File: src/rtl/bj_pkg.sv
// rtl/bj_pkg.sv - shared blackjack constants, card-shoe state encoding and rank-to-value mapping
package bj_pkg;

  localparam int         DECK_SIZE = 52;
  localparam logic [3:0] RANK_ACE  = 4'd1;
  localparam logic [3:0] RANK_KING = 4'd13;
  localparam int         VALUE_W   = 4;

  typedef enum logic [1:0] {
    S_IDLE    = 2'd0,
    S_SEEK    = 2'd1,
    S_PROBE   = 2'd2,
    S_DELIVER = 2'd3
  } shoe_state_t;

  // Blackjack value of a rank: ace counts 1 here, faces count 10.
  function automatic logic [VALUE_W-1:0] rank_to_value(input logic [3:0] rank);
    rank_to_value = (rank > 4'd10) ? 4'(10) : rank;
  endfunction

endpackage

File: src/rtl/lfsr16.sv
// rtl/lfsr16.sv - 16-bit Galois LFSR, x^16+x^14+x^13+x^11+1
// Ports: clk, resetn (async active-low), en (advance), lfsr (current state).
module lfsr16 #(
  parameter logic [15:0] SEED = 16'hACE1
) (
  input  logic        clk,
  input  logic        resetn,
  input  logic        en,
  output logic [15:0] lfsr
);

  always_ff @(posedge clk or negedge resetn) begin
    if (!resetn) begin
      lfsr <= SEED;
    end else if (en) begin
      lfsr <= {1'b0, lfsr[15:1]} ^ (lfsr[0] ? 16'hB400 : 16'h0000);
    end
  end

endmodule

File: src/rtl/card_shoe.sv
// rtl/card_shoe.sv - 52-card shoe dealing one random undealt card per request
// Ports: CLOCK_50, resetn (async active-low); req (level), shuffle (pulse) in;
// card_valid pulse with card_rank/card_suit/card_value, cards_left, deck_empty,
// req_err pulse (request on empty deck) and busy out.
module card_shoe
  import bj_pkg::*;
#(
  parameter logic [15:0] LFSR_SEED = 16'hACE1
) (
  input  logic               CLOCK_50,
  input  logic               resetn,
  input  logic               req,
  input  logic               shuffle,
  output logic               card_valid,
  output logic [3:0]         card_rank,
  output logic [1:0]         card_suit,
  output logic [VALUE_W-1:0] card_value,
  output logic [5:0]         cards_left,
  output logic               deck_empty,
  output logic               req_err,
  output logic               busy
);

  shoe_state_t state, state_nxt;
  logic [15:0] lfsr;
  logic [63:0] dealt;        // indexed by {suit, rank}; ranks 0, 14, 15 unused
  logic [1:0]  cand_suit;
  logic [3:0]  cand_rank;
  logic [3:0]  raw_rank;
  logic [3:0]  new_rank;
  logic [5:0]  probe_idx;
  logic        slot_taken;

  lfsr16 #(.SEED(LFSR_SEED)) u_lfsr (
    .clk    (CLOCK_50),
    .resetn (resetn),
    .en     (1'b1),
    .lfsr   (lfsr)
  );

  // Fold 0..15 onto 0..12, then shift to ranks 1..13.
  assign raw_rank   = lfsr[3:0];
  assign new_rank   = ((raw_rank >= 4'd13) ? (raw_rank - 4'd13) : raw_rank) + 4'd1;
  assign probe_idx  = {cand_suit, cand_rank};
  assign slot_taken = dealt[probe_idx];

  assign deck_empty = (cards_left == 6'd0);
  assign busy       = (state != S_IDLE);
  // A shuffle landing on the delivery cycle cancels the card.
  assign card_valid = (state == S_DELIVER) && !shuffle;

  always_ff @(posedge CLOCK_50 or negedge resetn) begin
    if (!resetn) begin
      state <= S_IDLE;
    end else begin
      state <= state_nxt;
    end
  end

  // SEEK is a fixed settle cycle between capture and the first probe.
  always_comb begin
    state_nxt = state;
    case (state)
      S_IDLE:    if (!shuffle && req && !deck_empty) state_nxt = S_SEEK;
      S_SEEK:    state_nxt = shuffle ? S_IDLE : S_PROBE;
      S_PROBE:   if (shuffle) state_nxt = S_IDLE;
                 else if (!slot_taken) state_nxt = S_DELIVER;
      S_DELIVER: state_nxt = S_IDLE;
      default:   state_nxt = S_IDLE;
    endcase
  end

  always_ff @(posedge CLOCK_50 or negedge resetn) begin
    if (!resetn) begin
      dealt      <= '0;
      cards_left <= 6'(DECK_SIZE);
      card_rank  <= '0;
      card_suit  <= '0;
      card_value <= '0;
      req_err    <= 1'b0;
      cand_suit  <= '0;
      cand_rank  <= '0;
    end else begin
      req_err <= 1'b0;
      if (shuffle) begin
        // Shuffle wins in every state and drops any card in flight.
        dealt      <= '0;
        cards_left <= 6'(DECK_SIZE);
        card_rank  <= '0;
        card_suit  <= '0;
        card_value <= '0;
      end else begin
        case (state)
          S_IDLE: begin
            if (req) begin
              if (deck_empty) begin
                req_err <= 1'b1;
              end else begin
                cand_suit <= lfsr[5:4];
                cand_rank <= new_rank;
              end
            end
          end
          S_PROBE: begin
            if (!slot_taken) begin
              dealt[probe_idx] <= 1'b1;
              cards_left       <= cards_left - 6'd1;
              card_rank        <= cand_rank;
              card_suit        <= cand_suit;
              card_value       <= rank_to_value(cand_rank);
            end else if (cand_rank == RANK_KING) begin
              // Walk on to the ace of the next suit; the deck is non-empty,
              // so this terminates within 51 steps.
              cand_rank <= RANK_ACE;
              cand_suit <= cand_suit + 2'd1;
            end else begin
              cand_rank <= cand_rank + 4'd1;
            end
          end
          default: ;
        endcase
      end
    end
  end

endmodule
File: config.mk
export PLATFORM = sky130hd
export DESIGN_NAME = card_shoe
export DESIGN_NICKNAME = d
export VERILOG_FILES = /design/src/rtl/bj_pkg.sv /design/src/rtl/lfsr16.sv /design/src/rtl/card_shoe.sv
export SDC_FILE = /design/constraint.sdc
export NUM_CORES = 1
export LEC_CHECK = 0
export CAP_MARGIN = 0
export CORE_MARGIN = 3
export CORE_UTILIZATION = 45
export DETAILED_ROUTE_END_ITERATION = 7
export PLACE_DENSITY_LB_ADDON = 0.25
export SLEW_MARGIN = 40
export SYNTH_ARGS = -nofsm -noshare
export SYNTH_HDL_FRONTEND = slang
export SYNTH_HIERARCHICAL = 1
export SYNTH_SLANG_ARGS = --single-unit
export TNS_END_PERCENT = 10
File: constraint.sdc
create_clock -name CLOCK_50 -period 2.7 [get_ports CLOCK_50]
set_input_delay 0.54 -clock CLOCK_50 [delete_from_list [all_inputs] [get_ports CLOCK_50]]
set_output_delay 0.54 -clock CLOCK_50 [all_outputs]
set_load 0.005 [all_outputs]
==> summary.md <==
| Metric | Value |
|---|---|
| Ys async rst share | 1.00 |
| Syn nets | 506 |
| Worst Hold Class | primary input to async pin |
| Vias in the first global route | 4218 |
| R2R cell count | 8 |
| CTS Hold Bufs | 0 |
| Die Ht | 114 µm |
| Yosys warning total | 6 |
| First-pass GRT wire length | 22400 µm |
| Top Ports | 24 |
| Initial antenna violation count | 0 |
| Number of synthesized flops with an enable pin | 0 |
| Slew at the pin closest to its max-slew limit | 0.557 ns |
| Vias/cell | 6.14 |
| Worst path slowest cell | dfrtp_2 |
| Input/output buffers | 23 |
| Slew Limit Fails | 0 |
| Top_reg_cell synth | dfrtp_1 |
| CTS tree | yes |
| CTS sink cnt | 105 |
| Die ar. | 0.0130 mm² |
| Routed len/inst | 20.2 µm |
| RSZ-0062 raised after global routing | yes |
| Routed Antenna Nets | 0 |
| Reg2reg setup slack | 0.03 ns |
| Initial core utilization | 0.471 |
| Max Cap Violations | 0 |
| Crit path launch type | flip-flop |
| WL final | 13800 µm |
| DRT Pass-1 Iters | 5 |
| Final instance area | 0.00626 mm² |
| Dpl hpwl | 9260 µm |
| Clock latency on the worst-skew pair | 0.35 ns |
| Mean Syn Cell Area | 10.6 µm² |
| Final hold vios | 0 |
| Via count | 4198 |
| Post-synthesis cell type count | 60 |
| Final critical delay including setup and external delays | 2.67 ns |
| Critical Path RT | 2.97 ns |
| Fillers | 989 |
| # placed instances | 657 |
| Power Dens Cells | 985 mW/mm² |
| Part of the cycle the worst path needs | 0.987 |
| Max Freq | 375 MHz |
| Cell chosen for the clock root | clkbuf_16 |
| Area of placed instances | 0.00575 mm² |
| DRC | 0 |
| FF+latch area | 0.00264 mm² |
| Crit Path Max Fanout | 6 |
| FP Rows | 38 |
| Gpl congestion | 0.909 |
| Clk pin slew, worst setup/hold paths | 0.07 ns |
| CP Cell Sequence | buf_12 -> mux2_4 -> a211o_1 -> a221oi_2 -> a311oi_4 -> a221o_1 -> o31ai_1 -> or3b_1 |
| Core footprint | 0.0111 mm² |
| CTS Buffer Depth | 2 |
| Worst Setup End Kind | flip-flop |
| Leakage | 2.72 nW |
| Status | complete, no violations |
| Largest net degree at the start of global routing | 42 |
| N_diodes | 0 |
| Area occupied by multi-input gates | 0.00234 mm² |
| Synthesis-to-finish area growth | 19.5% |
| Mapped Area | 0.00524 mm² |
| Finish-stage setup viols | 0 |
| Worst-case vdd ir drop | 0.662 mV |
| Final non-filler cell total | 684 |
| Detailed router's first-iteration violation count | 426 |
| Cell count after synthesis | 493 |
| GRT overflow | 0 |
| Setup Skew | 0.00474 ns |
| Worst rel slew slack | 0.629 |
| CTS Buf Count | 9 |
| Die Wd | 114 µm |
| Crit path kind | flip-flop to flip-flop |
| Layout Nets | 552 |
| Overall fraction of global-route tracks in use | 0.220 |
| Critical Path AT | 2.94 ns |
| Crit-path max cell delay | 0.43 ns |
| Post-synthesis sequential area ratio | 0.504 |
| Synthesized flop and latch total | 105 |
| Layout cell share with drive strength beyond 1 | 0.211 |
| Max H-tree Level | 3 |
==> worst paths after layout <==
check,to,start
min in group CLOCK_50,dealt[25],dealt[25]
max reg2reg,cards_left[5],cand_rank[0]
max,cards_left[5],cand_rank[0]
min,dealt[50],resetn
max in group asynchronous,u_lfsr/lfsr[7],resetn
min reg2reg,dealt[25],dealt[25]
==> timing repair <==
action / 4_1_cts / 5_1_grt
setup endpoints to repair: 5 / 54
gates cloned: 0 / 4
buffers inserted: 5 / 2
pin swaps: 1 / 8
resized for setup: 4 / 21
==> metal layers <==
layer,up-vias,GRT usage,share of wire
met4,0,0.0681,0.015
met3,17,0.0435,0.068
met1,2125,0.306,0.44
met2,171,0.351,0.48
li1,1885,-,-
met5,-,0,0
==> power by group <==
group,total (mW),internal (mW),switching [mW],leakage [nW]
logic,2.60,1.12,1.48,1.17
registers,2.06,1.82,0.236,1.39
clock network,1.50,0.930,0.573,0.166
==> metrics by stage <==
| stage | TNS, ns | total power [mW] | hold WS, ns | utilization | setup WS, ns |
|---|---|---|---|---|---|
| 2_1_floorplan | 0 | 3.57 | 0.244 | - | 0.243 |
| 3_3_place_gp | 0 | 4.43 | 0.469 | 0.517 | 0.0755 |
| 3_5_place_dp | -0.00269 | 4.49 | 0.470 | 0.517 | -0.00179 |
| 4_1_cts | 0 | 6.07 | 0.203 | 0.554 | 0.0296 |
| 5_1_grt | -0.132 | 6.49 | 0.204 | 0.563 | -0.0362 |
| 6_report | 0 | 6.17 | 0.172 | 0.563 | 0.0349 |
==> cells by family (layout without fill, tap and decap cells) <==
family,count (synthesis),after routing,synth area share
buffers and inverters,63,114,0.0602
DFF,105,105,0.504
adders and majority gates,9,9,0.0215
and+or+nand+nor,125,125,0.109
other,1,1,0.000716
xor gates and xnor gates,6,6,0.0100
muxes,39,39,0.0989
AOI/OAI and AO/OA,145,145,0.196
==> placed cells by master (no fill, tap or decap), types with 7 or more instances in the layout <==
master	instances
inv_1	28
mux2i_1	15
ha_1	9
o32ai_1	12
nand2_1	40
dfrtp_1	92
clkdlybuf4s50_1	20
clkbuf_16	9
nor2_1	45
o2bb2ai_1	28
dfstp_2	11
and3_1	7
mux2_2	13
a31oi_1	25
a21oi_1	28
o21ai_0	15
buf_4	36
==> state kept, by name, summed over array words and instances, names as in the netlist <==
register	count
dealt	64
u_lfsr/lfsr	16
cards_left	6
cand_rank	4
card_rank	4
card_value	4
cand_suit	2
card_suit	2
state	2
req_err	1
==> worst max-delay path: cells and delay by family (launching register included) <==
kind                   cells  cell delay (ns)
AO/OA/AOI/OAI              5             1.35
flip-flops                 1             0.43
multiplexers               1             0.29
AND/OR/NAND/NOR            1             0.36
buffers and inverters      1             0.15
==> final cells by class <==
cell class,instances,area share
clock buffers,11,0.0388
clock inverters,5,0.0164
inverters,28,0.0168
multi-input cells,325,0.374
flip-flops and latches,105,0.422
well taps,140,0.0280
repair buffers,70,0.103
==> synthesized netlist by cell type (all sizes together) (5+ instances only) <==
cell	count	area, µm²
xnor2	6	52.6
buf	19	150
mux4	6	146
mux2i	15	150
o32ai	12	105
a211oi	5	47.5
a31oi	25	156
a21oi	29	145
nand3	6	30.0
nand2	40	150
dfstp	11	289
o2bb2ai	29	254
dfrtp	94	2350
and3	7	43.8
nor2	46	175
mux2	18	221
o21ai	19	95.1
clkbuf	16	60.1
ha	9	113
inv	28	105
Power figures use the tool's default switching activity.
